### src/rtl/tv_recorder.sv
// tv_recorder: captures a stream of W-bit test-vector records into an
// on-chip buffer, then plays them back in capture order over a valid/ready
// stream with the final record flagged by out_last.
module tv_recorder #(
  parameter int W     = 5,
  parameter int DEPTH = 16
) (
  input  logic                       clk,
  input  logic                       reset,
  input  logic                       start,
  input  logic                       stop,
  input  logic                       cap_valid,
  input  logic [W-1:0]               cap_data,
  output logic                       out_valid,
  input  logic                       out_ready,
  output logic [W-1:0]               out_data,
  output logic                       out_last,
  output logic [$clog2(DEPTH+1)-1:0] count,
  output logic                       full,
  output logic                       overflow,
  output logic                       busy,
  output logic                       done
);

  localparam int CW = $clog2(DEPTH + 1);
  localparam int PW = $clog2(DEPTH);

  localparam logic [1:0] S_IDLE    = 2'd0;
  localparam logic [1:0] S_CAPTURE = 2'd1;
  localparam logic [1:0] S_DUMP    = 2'd2;
  localparam logic [1:0] S_DONE    = 2'd3;

  logic [1:0]    state_r;
  logic [1:0]    state_nxt_s;
  logic [CW-1:0] count_r;
  logic [CW-1:0] count_nxt_s;
  logic          overflow_r;
  logic          overflow_nxt_s;
  logic [PW-1:0] rd_ptr_r;
  logic [PW-1:0] rd_ptr_nxt_s;
  logic          wr_en_s;
  logic [PW-1:0] wr_addr_s;
  logic          full_s;
  logic          last_s;
  logic [CW-1:0] last_idx_s;

  // Buffer storage is intentionally never cleared; only pointers and flags are.
  logic [W-1:0]  mem_r [DEPTH];

  assign full_s     = (count_r == CW'(DEPTH));
  assign last_idx_s = count_r - CW'(1);
  assign last_s     = (state_r == S_DUMP) && (CW'(rd_ptr_r) == last_idx_s);

  assign out_valid = (state_r == S_DUMP);
  assign out_data  = mem_r[rd_ptr_r];
  assign out_last  = last_s;
  assign count     = count_r;
  assign full      = full_s;
  assign overflow  = overflow_r;
  assign busy      = (state_r == S_CAPTURE) || (state_r == S_DUMP);
  assign done      = (state_r == S_DONE);

  // Next-state, counter, pointer and buffer-write decode for every state.
  always_comb begin
    state_nxt_s    = state_r;
    count_nxt_s    = count_r;
    overflow_nxt_s = overflow_r;
    rd_ptr_nxt_s   = rd_ptr_r;
    wr_en_s        = 1'b0;
    wr_addr_s      = count_r[PW-1:0];
    case (state_r)
      S_IDLE, S_DONE: begin
        // start wins over a simultaneous stop; stop alone is ignored here.
        if (start) begin
          state_nxt_s    = S_CAPTURE;
          count_nxt_s    = CW'(0);
          overflow_nxt_s = 1'b0;
          rd_ptr_nxt_s   = PW'(0);
        end else begin
          state_nxt_s    = state_r;
        end
      end
      S_CAPTURE: begin
        if (start) begin
          // Restart: a record arriving with the restart lands in slot 0.
          overflow_nxt_s = 1'b0;
          rd_ptr_nxt_s   = PW'(0);
          wr_en_s        = cap_valid;
          wr_addr_s      = PW'(0);
          count_nxt_s    = cap_valid ? CW'(1) : CW'(0);
        end else begin
          if (cap_valid) begin
            if (!full_s) begin
              wr_en_s     = 1'b1;
              count_nxt_s = count_r + CW'(1);
            end else begin
              overflow_nxt_s = 1'b1;
            end
          end else begin
            count_nxt_s = count_r;
          end
          // The decision uses the count including a record captured this cycle.
          if (stop) begin
            state_nxt_s = (count_nxt_s != CW'(0)) ? S_DUMP : S_DONE;
          end else begin
            state_nxt_s = S_CAPTURE;
          end
        end
      end
      S_DUMP: begin
        if (out_ready) begin
          if (last_s) begin
            state_nxt_s  = S_DONE;
          end else begin
            rd_ptr_nxt_s = rd_ptr_r + PW'(1);
          end
        end else begin
          state_nxt_s = S_DUMP;
        end
      end
      default: begin
        state_nxt_s = S_IDLE;
      end
    endcase
  end

  // Control registers; reset abandons any session in progress.
  always_ff @(posedge clk or negedge reset) begin
    if (!reset) begin
      state_r    <= S_IDLE;
      count_r    <= CW'(0);
      overflow_r <= 1'b0;
      rd_ptr_r   <= PW'(0);
    end else begin
      state_r    <= state_nxt_s;
      count_r    <= count_nxt_s;
      overflow_r <= overflow_nxt_s;
      rd_ptr_r   <= rd_ptr_nxt_s;
    end
  end

  // Record buffer write port.
  always_ff @(posedge clk) begin
    if (wr_en_s) begin
      mem_r[wr_addr_s] <= cap_data;
    end
  end

endmodule

### config.mk
export PLATFORM = sky130hd
export DESIGN_NAME = tv_recorder
export DESIGN_NICKNAME = d
export VERILOG_FILES = /design/src/rtl/tv_recorder.sv
export SDC_FILE = /design/constraint.sdc
export NUM_CORES = 1
export LEC_CHECK = 0
export BUFFER_PORTS_ARGS = -buffer_cell sky130_fd_sc_hd__buf_2
export CAP_MARGIN = 40
export CORE_ASPECT_RATIO = 1.75
export CORE_MARGIN = 2
export CORE_UTILIZATION = 45
export DETAILED_ROUTE_END_ITERATION = 6
export PLACE_DENSITY = 0.59
export SYNTH_ARGS = -nofsm -noshare
export SYNTH_HDL_FRONTEND = slang
export SYNTH_SLANG_ARGS = --single-unit
### constraint.sdc
create_clock -name clk -period 3.4 [get_ports clk]
set_clock_uncertainty 0.05 [all_clocks]
set_input_delay 0.34 -clock clk [delete_from_list [all_inputs] [get_ports clk]]
set_output_delay 0.34 -clock clk [all_outputs]
set_load 0.01 [all_outputs]
==> flow_summary.ini, run 1 <==
[critical_path]
rr_worst_depth = 7
cp-end-kind = output port
critPathKind = reg -> out
critical_path.max_fanout = 14
r2r_start = count[0]$_DFFE_PN0P_
crit_start = count[0]$_DFFE_PN0P_
start_kind = flop
arrival_ns = 2.38
required_ns = 3.01

[detailed_routing]
via_per_inst = 5.72
initialDrtViolationCount = 174
dr.pass1.iters = 4
routed_wl_um = 9190
wire_per_inst_um = 22.2
ant_nets = 0
drc = 0
vias = 2361

[floorplan]
initial_core_util_pct = 46.2
fp.dieArea_um2 = 10100
core_um2 = 9040
fp-row-count = 46
ioPinCount = 27
fp.dieH_um = 131
die_w_um = 76.8

[sta]
grt_setup_unrepaired = no
finalCriticalPeriod_ns = 2.77
hold_violations = 0
finalSetupViolations = 0
fin_setup_tns_ns = 0
slew_violations = 0
clock.fmax_mhz = 361
tightest_slew_ns = 0.758
relSlewSlack_pct = 49.4
period_share_pct = 81.4

[clock_tree]
clk_latency_ns = 0.34
cts_tree = done
cts_buffers = 9
clkSinkCount = 92
htreeDepth = 3
clock-root-buffer = clkbuf_16
clk_path_buf_depth = 2
path_clk_slew_ns = 0.07

[finish]
mostFrequentLayoutCell = edfxtp_1
layout_common_cells = edfxtp_1 (80), buf_2 (26), mux4_2 (25)
seq_area_um2 = 2700
multi_input_area_um2 = 1330
n_fill_cell = 771
synthToLayoutAreaGrowth_pct = 12.7
n_antenna_cell = 0
nets = 305
drive_above_1_share_pct = 26.3

[pwr]
power_mw = 3.08
peakVddDrop_uv = 344
p_per_area_nw_per_um2 = 654
p_leak_nw = 1.62

[synthesis]
ys_ff_latch = 92
async_flop_share_pct = 13.0
synth_area_leaders = edfxtp_1 (58%), mux4_2 (13%), dfrtp_1 (7.2%), nor2_1 (1.9%), ha_1 (1.8%)
synth_fp_nets = 283
yosysTopAreaCellShare_pct = 57.6
synth_top_flop_cell = edfxtp_1
yosysUniqueCellTypes = 43
syn_inst = 266
yosys_warnings = 0
yosys.area.top_type = edfxtp_1
synth_area_um2 = 4170
synth_edf_count = 80
synth_seq_area_share_pct = 64.7
avgSynthCellArea_um2 = 15.7

[flow_run]
maxCapViolCount = 0

[placed_design]
io_buffers = 26
dp_hpwl_um = 6540
gp_congestion = 0.849

[hold_path]
hold_path_depth = 2
hp-start = cap_valid
hold_path.class = in -> reg

[grt]
grt_max_degree = 26
gr-usage-all-layers_pct = 19.6
antenna_found_initial = 0
grt.overflow.total = 0
grt_pass1_vias = 2416
grt_first_pass_wirelength_um = 14400

[status]
status = finished, final reports clean
==> worst max-delay path, stage by stage (launching register included) <==
cell and delay (ns):
dfrtp_1 0.54, inv_1 0.15, ha_1 0.24, nor4bb_1 0.28, buf_4 0.21, a22oi_2 0.09, o21ai_2 0.11, nand4_4 0.18
inv_1 0.10, buf_2 0.13
==> through the flow <==
step	util, %	cell area, µm²	cells	setup slack, ns	hold slack [ns]
after global placement	48.5	4390	396	0.767	0.204
after global routing	52.0	4700	413	0.436	0.321
after floorplan	-	4170	266	0.864	-0.00559
after CTS	52.0	4700	413	0.615	0.294
after detailed placement	48.5	4390	396	0.671	0.206
final	52.0	4700	413	0.633	0.313
==> layout make-up <==
type,count,area share [%]
inverter,10,0.798
multi-input combinational,143,28.2
clock inverter,4,0.612
clock buffer,12,5.93
sequential,92,57.5
timing repair buffer,32,3.78
tap,120,3.19
==> synthesized netlist by cell type, types with 2 or more instances <==
| library cell | n |
|---|---|
| o221ai_1 | 2 |
| nand2_1 | 10 |
| buf_4 | 2 |
| o21a_1 | 2 |
| clkbuf_1 | 11 |
| nor2b_1 | 6 |
| nand3b_1 | 2 |
| mux4_2 | 25 |
| buf_6 | 2 |
| and3_1 | 2 |
| ha_1 | 6 |
| nand2b_1 | 5 |
| xnor2_1 | 5 |
| edfxtp_1 | 80 |
| nor2_1 | 21 |
| nand3_1 | 5 |
| o21ai_0 | 8 |
| mux2i_1 | 3 |
| nor3_1 | 4 |
| inv_1 | 10 |
| nand4_1 | 7 |
| xor2_1 | 3 |
| a21oi_1 | 6 |
| a22oi_1 | 3 |
| dfrtp_1 | 12 |
| o22ai_1 | 3 |
| buf_2 | 4 |
| buf_1 | 2 |
==> final timing paths <==
path / end / slack, ns
max: out_last / 0.63
min: count[0]$_DFFE_PN0P_ / 0.31
max reg2reg: mem_r[1][1]$_DFFE_PP_ / 0.68
min reg2reg: state_r[0]$_DFFE_PN0P_ / 0.53
max in group asynchronous: rd_ptr_r[0]$_DFFE_PN0P_ / 2.66
min in group asynchronous: count[2]$_DFFE_PN0P_ / 0.39
==> kinds of logic after synthesis <==
| family | count (synthesis) | share of synthesized area (%) |
|---|---|---|
| adder cells (fa/ha/maj) | 6 | 1.80 |
| flip-flops | 92 | 64.7 |
| XOR/XNOR | 8 | 1.68 |
| multiplexers | 28 | 14.2 |
| buffers and inverters | 31 | 3.45 |
| AND/OR/NAND/NOR | 68 | 8.69 |
| AO/OA/AOI/OAI | 33 | 5.43 |
==> state kept, by name (all words and copies together) (netlist names) <==
name and flops:
count 5, state_r 2, mem_r 80, overflow 1, rd_ptr_r 4
==> where the power goes <==
part           internal (mW)  total (mW)  switching, mW
clock network          0.585       0.993          0.409
logic                  0.319       0.750          0.431
registers               1.28        1.33         0.0545
==> repair_timing <==
action,CTS,global route
hold endpoints to repair,12,0
resized for setup,0,0
hold buffers,1,0
setup buffers,0,0
==> layer usage <==
metal	global-route usage (%)	share of wire, %	up-vias
li1	-	-	1069
met5	0	0	-
met1	22.3	38	1215
met2	36.3	56	64
met3	3.02	3.4	13
met4	7.58	2.1	0
Power figures use the tool's default switching activity.
==> run 2: changes to the inputs <==
- clock period: 3.4 -> 2.8 ns (I/O delays scaled with it)
==> run 2 against run 1 <==
- critical path depth unchanged
- global-route usage down 0.092 points
- final area up 0.85%
- final cell count up 0.97%
- setup slack got worse by 0.43 ns
- combinational power up 31%
- clock power up 22%
- flip-flop and latch count is the same
- sequential share of layout area is 0.49 points lower
- count of clock-buffer cells in the layout fell by 3
- die area unchanged
- critical path type unchanged
- critical endpoint unchanged
- largest cell class unchanged
- largest power group unchanged
- highest routed layer unchanged
==> flow_summary.ini, run 2 (synthesis gave the netlist of run 1 again) <==
[detailed_routing]
ant_nets = 0
routed_wl_um = 9180
initialDrtViolationCount = 115
vias = 2349
wire_per_inst_um = 22.0
via_per_inst = 5.63
drc = 0
dr.pass1.iters = 4

[clock_tree]
clkSinkCount = 92
clock-root-buffer = clkbuf_16
cts_tree = done
clk_path_buf_depth = 2
cts_buffers = 9
htreeDepth = 3
path_clk_slew_ns = 0.07
post_cts_buffers = 0
clk_latency_ns = 0.34

[critical_path]
cp-end-kind = output port
critPathKind = reg -> out
r2r_start = count[1]$_DFFE_PN0P_
required_ns = 2.47
start_kind = flop
rr_worst_depth = 7
critical_path.max_fanout = 8
r2r_end = mem_r[7][2]$_DFFE_PP_
crit_start = count[1]$_DFFE_PN0P_
regToRegSetupSlack_ns = 0.38
crit_path_end = out_last
arrival_ns = 2.27

[grt]
antenna_found_initial = 0
gr-usage-all-layers_pct = 19.5
grt_pass1_vias = 2449
grt_max_degree = 26
grt_first_pass_wirelength_um = 14400
grt.overflow.total = 0

[finish]
regMostFlops = mem_r
drive_above_1_share_pct = 27.6
largest_reg_flops = 80
seq_area_um2 = 2700
synthToLayoutAreaGrowth_pct = 13.6
layout_common_cells = edfxtp_1 (80), buf_2 (26), mux4_2 (25)
nets = 309
n_antenna_cell = 0
fin_area_um2 = 4740
n_fill_cell = 776
mostFrequentLayoutCell = edfxtp_1
multi_input_area_um2 = 1330

[sta]
period_share_pct = 92.7
finalSetupViolations = 0
slew_violations = 0
hold_violations = 0
relSlewSlack_pct = 50.1
grt_setup_unrepaired = no
finalCriticalPeriod_ns = 2.60
tightest_slew_ns = 0.746
fin_setup_tns_ns = 0
clock.fmax_mhz = 385

[placed_design]
placed_area_um2 = 4430
gp_congestion = 0.834
dp_hpwl_um = 6430
io_buffers = 26

[flow_run]
maxCapViolCount = 0

[status]
status = finished, final reports clean

[floorplan]
fp.dieH_um = 131
die_w_um = 76.8
initial_core_util_pct = 46.2
core_um2 = 9040
ioPinCount = 27
fp.dieArea_um2 = 10100
fp-row-count = 46

[pwr]
peakVddDrop_uv = 509
p_per_area_nw_per_um2 = 798
p_leak_nw = 1.64

[hold_path]
hold_path.class = in -> reg
hold_path_depth = 2
==> run 2: changes by cell type in the layout (fill, tap and decap cells not counted), moves of 2 or more <==
cell,change
clkbuf_16,-2
inv_6,+3
clkinvlp_4,-2
buf_4,+3
==> run 2: layout make-up <==
class / count / share of cell area (%)
clock buffers: 9 / 4.75
well taps: 120 / 3.17
multi-input cells: 143 / 28.1
flip-flops and latches: 92 / 57.0
clock inverters: 7 / 1.56
repair buffers: 36 / 4.64
inverters: 10 / 0.791
==> run 2: per-stage QoR <==
step	util, %	setup slack (ns)	hold WS [ns]	power (mW)	cells
finish	52.5	0.203	0.243	3.78	417
CTS	52.4	0.179	0.243	3.81	417
global route	52.5	0.0543	0.255	3.95	417
detailed placement	49.0	0.379	0.156	2.60	400
floorplan	-	0.264	-0.0656	2.31	266
global placement	49.0	0.422	0.149	2.59	400
==> run 2: power breakdown <==
group | total, mW | internal [mW] | switching [mW]
sequential | 1.58 | 1.55 | 0.0303
combinational | 0.986 | 0.420 | 0.566
clock | 1.21 | 0.698 | 0.516
==> run 2: metal layers <==
layer / global-route usage, % / part of all wire [%] / up-vias
met4: 8.38 / 3.2 / 0
met5: 0 / 0 / -
met3: 3.78 / 3.2 / 15
met1: 22.3 / 38 / 1201
li1: - / - / 1082
met2: 35.0 / 56 / 51
==> run 2: worst min path at each step <==
stage | from | endpoint | slack, ns
floorplan | reset | count[0]$_DFFE_PN0P_ | -0.07
global placement | reset | count[4]$_DFFE_PN0P_ | 0.15
detailed placement | reset | count[4]$_DFFE_PN0P_ | 0.16
CTS | out_ready | rd_ptr_r[0]$_DFFE_PN0P_ | 0.24
global route | out_ready | rd_ptr_r[0]$_DFFE_PN0P_ | 0.25
finish | out_ready | rd_ptr_r[0]$_DFFE_PN0P_ | 0.24
==> run 2: critical path: stages, from the launching register on <==
cell	delay (ns)
dfrtp_1	0.38
inv_1	0.10
ha_1	0.24
nor4bb_2	0.38
buf_4	0.20
a22oi_2	0.08
o21ai_2	0.11
nand4_4	0.18
inv_1	0.11
buf_2	0.13
==> run 2: what timing repair did <==
action | in CTS | in global routing
endpoints found under the hold margin | 12 | 0
setup endpoints to repair | 0 | 1
gates resized for setup | 0 | 1
hold buffers | 1 | 0
